`src/rtl/dac_board_3_pkg.sv`:
```
// dac_board_3_pkg: shared RX/byte-phase types and default UART timing for the DAC board 3 audio path
package dac_board_3_pkg;
  localparam int DEF_CLK_FREQ = 12_000_000;
  localparam int DEF_BAUD = 230_400;
  localparam int BIT_CYCLES = DEF_CLK_FREQ / DEF_BAUD;
  localparam int HALF_BIT = BIT_CYCLES / 2;
  typedef enum logic [1:0] {IDLE, START, DATA, STOP} rx_state_t;
  typedef enum logic {LOW, HIGH} phase_t;
endpackage

```
`src/rtl/dac_board_3_uart_rx.sv`:
```
// uart_rx_8n1: synchronized 8N1 receiver; pulses data_valid on a good stop bit, frame_err on a bad one
module uart_rx_8n1
  import dac_board_3_pkg::*;
#(
  parameter int BIT_CYC = BIT_CYCLES
) (
  input  logic       clk,
  input  logic       rst_n,
  input  logic       rx,
  output logic [7:0] data,
  output logic       data_valid,
  output logic       frame_err,
  output logic       busy
);
  localparam int HALF = BIT_CYC / 2;
  localparam int CW = $clog2(BIT_CYC);
  rx_state_t state, next;
  logic [2:0] sync;
  logic [CW-1:0] cnt;
  logic [2:0] nbit;
  logic bad, line, tick;
  // sync[1:0] is the two-flop synchronizer; sync[2] only remembers the previous level for edge detection
  assign line = sync[1];
  assign tick = cnt == '0;
  always_ff @(posedge clk or negedge rst_n)
    if (!rst_n) state <= IDLE;
    else state <= next;
  always_comb begin
    next = state;
    case (state)
      IDLE:    if (sync[2] && !line) next = START;
      START:   if (tick) next = line ? IDLE : DATA;
      DATA:    if (tick && nbit == 3'd7) next = STOP;
      STOP:    if (tick && line) next = IDLE;
      default: next = IDLE;
    endcase
  end
  always_comb begin
    data_valid = state == STOP && tick && !bad && line;
    frame_err = state == STOP && tick && !bad && !line;
    busy = state != IDLE;
  end
  // after a bad stop bit the counter parks at zero and bad holds off further pulses until the line idles
  always_ff @(posedge clk or negedge rst_n)
    if (!rst_n) begin
      sync <= 3'b111;
      cnt <= '0;
      nbit <= '0;
      data <= '0;
      bad <= 1'b0;
    end else begin
      sync <= {sync[1:0], rx};
      if (state == IDLE) begin
        cnt <= CW'(HALF - 1);
        nbit <= '0;
        bad <= 1'b0;
      end else if (!tick) cnt <= cnt - 1'b1;
      else if (state != STOP) cnt <= CW'(BIT_CYC - 1);
      if (state == DATA && tick) begin
        data <= {line, data[7:1]};
        nbit <= nbit + 1'b1;
      end
      if (frame_err) bad <= 1'b1;
    end
endmodule

```
`src/rtl/dac_board_3.sv`:
```
// dac_board_3: UART-fed 16-bit sample assembler driving a first-order delta-sigma DAC.
// Define RX_RESYNC_TIMEOUT_EN to drop a lone low byte after a long idle gap.
module dac_board_3
  import dac_board_3_pkg::*;
#(
  parameter int CLK_FREQ = DEF_CLK_FREQ,
  parameter int BAUD = DEF_BAUD
) (
  input  logic        CLK_IN,
  input  logic        RSTN_i,
  input  logic        UART_RX_i,
  output logic        DAC_o,
  output logic [15:0] SAMPLE_o,
  output logic        SAMPLE_VALID_o,
  output logic        RX_ERR_o
);
  localparam int RX_BIT = CLK_FREQ / BAUD;
  phase_t phase;
  logic [7:0] rx_data, low;
  logic rx_valid, rx_err, rx_busy, tmo_hit;
  logic [16:0] acc;
  logic [15:0] u;
  uart_rx_8n1 #(.BIT_CYC(RX_BIT)) u_rx (
    .clk(CLK_IN),
    .rst_n(RSTN_i),
    .rx(UART_RX_i),
    .data(rx_data),
    .data_valid(rx_valid),
    .frame_err(rx_err),
    .busy(rx_busy)
  );
`ifdef RX_RESYNC_TIMEOUT_EN
  localparam int TIMEOUT_CYCLES = 4 * 10 * RX_BIT;
  localparam int TW = $clog2(TIMEOUT_CYCLES + 1);
  logic [TW-1:0] tmo;
  assign tmo_hit = phase == HIGH && !rx_busy && tmo == TW'(TIMEOUT_CYCLES - 1);
  always_ff @(posedge CLK_IN or negedge RSTN_i)
    if (!RSTN_i) tmo <= '0;
    else tmo <= (phase == HIGH && !rx_busy && !tmo_hit) ? tmo + 1'b1 : '0;
`else
  logic unused_busy;
  assign unused_busy = rx_busy;
  assign tmo_hit = 1'b0;
`endif
  // flipping the sign bit maps two's complement onto 0..65535 for the accumulator
  assign u = {~SAMPLE_o[15], SAMPLE_o[14:0]};
  always_ff @(posedge CLK_IN or negedge RSTN_i)
    if (!RSTN_i) begin
      phase <= LOW;
      low <= '0;
      SAMPLE_o <= '0;
      SAMPLE_VALID_o <= 1'b0;
      RX_ERR_o <= 1'b0;
      acc <= '0;
      DAC_o <= 1'b0;
    end else begin
      SAMPLE_VALID_o <= rx_valid && phase == HIGH;
      RX_ERR_o <= rx_err;
      if (rx_valid && phase == HIGH) SAMPLE_o <= {rx_data, low};
      if (rx_valid) begin
        phase <= phase == LOW ? HIGH : LOW;
        if (phase == LOW) low <= rx_data;
      end else if (tmo_hit) begin
        phase <= LOW;
        low <= '0;
      end
      acc <= {1'b0, acc[15:0]} + {1'b0, u};
      DAC_o <= acc[16];
    end
endmodule

```
`config.mk`:
```
export PLATFORM = sky130hd
export DESIGN_NAME = dac_board_3
export DESIGN_NICKNAME = d
export VERILOG_FILES = /design/src/rtl/dac_board_3_pkg.sv /design/src/rtl/dac_board_3_uart_rx.sv /design/src/rtl/dac_board_3.sv
export SDC_FILE = /design/constraint.sdc
export NUM_CORES = 1
export LEC_CHECK = 0
export ABC_CLOCK_PERIOD_IN_PS = 4050
export BUFFER_PORTS_ARGS = -buffer_cell sky130_fd_sc_hd__clkbuf_2
export CAP_MARGIN = 20
export CELL_PAD_IN_SITES_DETAIL_PLACEMENT = 1
export CELL_PAD_IN_SITES_GLOBAL_PLACEMENT = 1
export CORE_ASPECT_RATIO = 1.4
export CORE_UTILIZATION = 49
export DETAILED_ROUTE_END_ITERATION = 8
export PLACE_DENSITY = 0.81
export SETUP_SLACK_MARGIN = 0.05
export SYNTH_ARGS = -nofsm -noshare
export SYNTH_HDL_FRONTEND = slang
export SYNTH_HIERARCHICAL = 1
export SYNTH_SLANG_ARGS = --single-unit
```
`constraint.sdc`:
```
create_clock -name CLK_IN -period 4.05 [get_ports CLK_IN]
set_input_delay 0.81 -clock CLK_IN [delete_from_list [all_inputs] [get_ports CLK_IN]]
set_output_delay 0.81 -clock CLK_IN [all_outputs]
set_load 0.03 [all_outputs]
```
# Word level (Yosys, flattened, before mapping)
# Cells that the tools add are included.
# Widths: inputs -> output; s select.
# word_totals
register_bits	68
output_inout_bits	19
input_bits	3
# classes
eq_ne	10
mux	14
n_bitwise	2
n_addsub	3
n_reduce_logical	17
# op_table
operator	n
$mux 6	3
$add 16x16->17	1
$mux 2	5
$logic_and 1x1->1	9
$ne 2x1->1 const B	4
$pmux 2 s4	1
$logic_not 6->1	1
$mux 3	2
$sub 6x1->6 const B	1
$eq 2x2->1 const B	2
$reduce_and 4->1	1
$reduce_bool 2->1	2
$add 3x1->3 const B	1
$eq 3x3->1 const B	1
$mux 1	3
$ne 3x3->1 const B	1
$eq 2x1->1 const B	1
$logic_not 1->1	2
$logic_not 2->1	1
$ne 2x2->1 const B	1
$not 1->1	2
$reduce_and 2->1	1

# Logic depth before layout (Yosys ltp)
# logic_depth
ltp_word	5
ltp_mapped	11
depth_no_buf	9

# Modules after synthesis
# The synthesis kept the hierarchy.
# modules_own_cells
mod	area_per_inst_um2	instances	cells_each	seq_area_each_um2
dac_board_3	2229.6	1	184	1126.1
uart_rx_8n1	1109.8	1	93	579.3

# Worst setup path after synthesis
# Ideal clock, no wire load.
# synth_path
kind	reg-to-reg
startpoint	register u_rx.cnt[0]
endpoint	register low[0]
arrival_ns	2.690
t_required_ns	3.925
path_slack_ns	1.235
stages_incl_launch_ff	10
cell_sequence	dfrtp_1 inv_1 ha_1 or4b_1 buf_6 or2_2 and4bb_2 nor2b_1 clkbuf_1 mux2_2
# synth_between
elab_chain_cells	5
# synth_rtl
item	line_no	rtl
from (decl)	dac_board_3_uart_rx.sv:19	logic [CW-1:0] cnt;
from (signal assigned)	dac_board_3_uart_rx.sv:54	cnt <= CW'(HALF - 1);
from (signal assigned)	dac_board_3_uart_rx.sv:57	end else if (!tick) cnt <= cnt - 1'b1;
from (signal assigned)	dac_board_3_uart_rx.sv:58	else if (state != STOP) cnt <= CW'(BIT_CYC - 1);
$logic_not 6->1	dac_board_3_uart_rx.sv:24	assign tick = cnt == '0;
$logic_and 1x1->1 (3 in series)	dac_board_3_uart_rx.sv:39	data_valid = state == STOP && tick && !bad && line;
net rx_valid	dac_board_3.sv:20	logic rx_valid, rx_err, rx_busy, tmo_hit;
$reduce_and 2->1 (no line)	-	
to (signal assigned)	dac_board_3.sv:62	if (phase == LOW) low <= rx_data;
to (decl)	dac_board_3.sv:19	logic [7:0] rx_data, low;
# The timed path passes the listed nets, and every way through them passes these cells.
# A chain may end at the register's enable or synchronous reset.

# Worst setup path in the final report
# layout_path
startpoint	register u_rx.cnt[0]
endpoint	register low[6]
# Same word-level chain as after synthesis.

==> impl_metrics.csv <==
group,metric,value,unit
status,status,"complete, no violations",
setup_path,critical_path_peak_fanout,10,
power_and_ir_drop,vdd_ir_drop_max,0.1985,mV
layout,area_delta_synth_final,9.816,%
sta,fin_skew,0.01128,ns
setup_path,path_class,"reg -> reg",
placement,gp_congestion,0.7730,
layout,fin_util,55.83,%
power_and_ir_drop,p_sw,431.4,µW
detailed_routing,firstDrtPassIters,4,
floorplanning,start_util,50.84,%
clocking,cts_tree,"built",
synthesis,syn_inst,277,
clocking,cts_inserted_buffers,9,
global_route,grt_use_total,23.34,%
power_and_ir_drop,swShare,28.45,%
clocking,cts_max_level,3,
global_route,grt_pass1_wl,12410,µm
setup_path,r2r_slack,0.79,ns
detailed_routing,drtIter0Drc,64,
setup_path,crit_path_start_kind,"flop",
power_and_ir_drop,clkPwrFrac,35.5,%
floorplanning,coreArea,6569,µm²
sta,tightest_slew,0.8085,ns
sta,hold_ws,0.3524,ns
setup_path,cpPeakStageDelay,0.67,ns
detailed_routing,wirelength,7269,µm
power_and_ir_drop,p_leak,1.879,nW
global_route,overflow,0,
synthesis,synth_enable_flop_cells,0,
clocking,cts_setup_buffers,0,
clocking,cts_sinks,68,
placement,preCtsSetupSlack,0.8103,ns
placement,numPortBuffers,21,
synthesis,ys.flop_type,"dfrtp_1",
power_and_ir_drop,power_frac_seq,52.4,%
synthesis,ys_seq_area_share,51.07,%
global_route,grt_pass1_vias,2433,
synthesis,yosys_register_bits,68,
sta,period_needed,3.264,ns
sta,min_period_over_period,80.60,%
clocking,cts_resized,0,
floorplanning,io_pins,22,
global_route,grt_max_degree,36,
setup_path,cp_cell_sequence,"inv_1, ha_1, or4b_1, or2_2, and4bb_2, nor2b_1, mux2_2",
setup_path,arrival,3.49,ns
synthesis,async_flop_share,100.0,%
clocking,path_clk_slew,0.08,ns
detailed_routing,drc,0,
sta,slew_viol_final,0,
global_route,antenna_found_initial,0,
power_and_ir_drop,p_per_area,413.5,nW/µm²
sta,finalHoldViolCount,0,
synthesis,synth_area,3339,µm²
synthesis,synth_nets,300,
floorplanning,row_count,35,
synthesis,syn_area_per_cell,12.06,µm²
layout,nFillCells,691,
clocking,cts-root-buf,"clkbuf_8",
layout,regArea,1705,µm²
clocking,holdBufCountCts,0,
sta,setup_slack,0.7859,ns
layout,multi_input_area,1535,µm²
floorplanning,dieHeight,99.68,µm
sta,fin_tns_setup,0,ns
layout,final_nets,321,
setup_path,endpoint_kind,"flop",
floorplanning,die_area,7154,µm²
synthesis,ys_warn_count,6,
detailed_routing,via_per_inst,5.939,
sta,finalSetupViolCount,0,
detailed_routing,vias,2239,
hold_path,holdCritPathClass,"reg -> reg",
setup_path,cp.required,4.28,ns
power_and_ir_drop,comb_power_share,12.1,%
detailed_routing,wire_per_inst,19.28,µm
sta,rsz0062_at_grt,"no",
placement,dpl.hpwl,5153,µm
layout,drive_above_1_share,26.73,%
sta,slew_headroom,46.10,%
sta,fmax,306.4,MHz
clocking,clockBufferDepth,2,
power_and_ir_drop,p_int,1.085,mW
power_and_ir_drop,power,1.516,mW
clocking,clkLatencyLatePin,0.35,ns
layout,diodes,0,
synthesis,ys_types,53,
floorplanning,die_w,71.77,µm
setup_path,slowest_stage,"or4b_1",
detailed_routing,postRouteAntennaNets,0,
job,cap_violations,0,
## final cells by class
| cell class | instances | area share [%] |
|---|---|---|
| Clock buffer | 11 | 3.582 |
| Clock inverter | 5 | 1.433 |
| Inverter | 10 | 1.024 |
| Multi-Input combinational cell | 187 | 41.86 |
| Sequential cell | 68 | 46.50 |
| Tap cell | 74 | 2.525 |
| Timing Repair Buffer | 22 | 3.071 |
## critical path, delay by kind of cell (launching register included)
kind / cells / cell delay [ns]
adders and majority gates: 1 / 0.26
DFF: 1 / 0.41
muxes: 1 / 0.41
buffers and inverters: 1 / 0.11
and+or+nand+nor: 4 / 1.96
## registers in the layout, summed over array words and instances, names as in the netlist, named ones only
register        flops
phase               1
u_rx/data           8
low                 8
SAMPLE_o           16
acc                17
RX_ERR_o            1
DAC_o               1
u_rx/sync           3
u_rx/cnt            6
u_rx/bad            1
u_rx/state          1
u_rx/nbit           3
SAMPLE_VALID_o      1
## stage by stage
step | instance area (µm²) | cells
after detailed placement | 3483 | 361
after floorplan | 3339 | 277
after CTS | 3667 | 377
final | 3667 | 377
after global routing | 3667 | 377
after global placement | 3483 | 361
## power groups by stage
stage	sequential, mW	combinational [mW]	clock [mW]
2_1_floorplan	0.767	0.166	0
4_1_cts	0.793	0.186	0.549
3_3_place_gp	0.803	0.177	0
6_report	0.794	0.183	0.539
3_5_place_dp	0.807	0.186	0
5_1_grt	0.803	0.210	0.574
## path summary, 6_finish.rpt
path,from,end,cells past startpoint
worst min register to register,acc[16],DAC_o,0
min in group asynchronous,RSTN_i,SAMPLE_VALID_o,1
worst max register to register,u_rx/cnt[0],low[6],7
worst max-delay path,u_rx/cnt[0],low[6],7
worst min-delay path,acc[16],DAC_o,0
max in group asynchronous,RSTN_i,u_rx/sync[2],2
## cells by family after synthesis
family | after synthesis | share of synthesized area, %
multiplexers | 33 | 11.05
AO/OA/AOI/OAI | 56 | 12.48
AND/OR/NAND/NOR | 63 | 10.79
adder cells (fa/ha/maj) | 20 | 7.718
XOR/XNOR | 15 | 3.934
buffers and inverters | 22 | 2.960
flip-flops | 68 | 51.07
## Yosys cell counts, drive strengths merged, types with 3 or more instances
master | count | area, µm²
dfrtp | 65 | 1627
mux2 | 31 | 349.1
ha | 19 | 237.7
a21oi | 14 | 70.07
nand2 | 14 | 52.55
nor2 | 11 | 41.29
inv | 10 | 37.54
clkbuf | 9 | 33.78
xnor2 | 9 | 78.83
nor3 | 8 | 56.31
o21ai | 7 | 35.03
a21o | 6 | 45.04
nand3 | 6 | 30.03
xor2 | 6 | 52.55
a31oi | 4 | 25.02
nand3b | 4 | 30.03
o31ai | 4 | 35.03
a211oi | 3 | 32.53
buf | 3 | 27.52
dfstp | 3 | 78.83
nand2b | 3 | 18.77
nor2b | 3 | 18.77
o211ai | 3 | 22.52
## per-layer routing
layer	track usage, %	part of all wire (%)	vias up
met5	0	0	-
met4	9.955	2.4	0
met3	4.863	2.2	17
met2	41.73	55	22
met1	26.62	40	1152
li1	-	-	1048
## placed cells by master, fill, tap and decap left out, types with 2 or more instances in the layout
| cell | n |
|---|---|
| or4b_1 | 2 |
| clkbuf_2 | 20 |
| nand2b_1 | 3 |
| clkbuf_1 | 2 |
| o31ai_1 | 3 |
| xor2_1 | 6 |
| a211oi_2 | 2 |
| and2_1 | 2 |
| nor4b_1 | 2 |
| dfrtp_1 | 65 |
| a21oi_1 | 14 |
| inv_1 | 10 |
| mux2_2 | 31 |
| nor3_1 | 6 |
| a311o_1 | 2 |
| nand4_1 | 2 |
| nand3b_1 | 4 |
| clkbuf_8 | 9 |
| nor2b_1 | 3 |
| o21ai_0 | 6 |
| ha_1 | 19 |
| a31oi_1 | 4 |
| nand3_1 | 6 |
| nor2_1 | 11 |
| mux2i_1 | 2 |
| nand2_1 | 14 |
| clkinv_2 | 3 |
| xnor2_1 | 9 |
| dfstp_2 | 3 |
| a221oi_2 | 2 |
| o21bai_1 | 2 |
| o211ai_1 | 3 |
| a21o_1 | 6 |
Power figures use the tool's default switching activity.
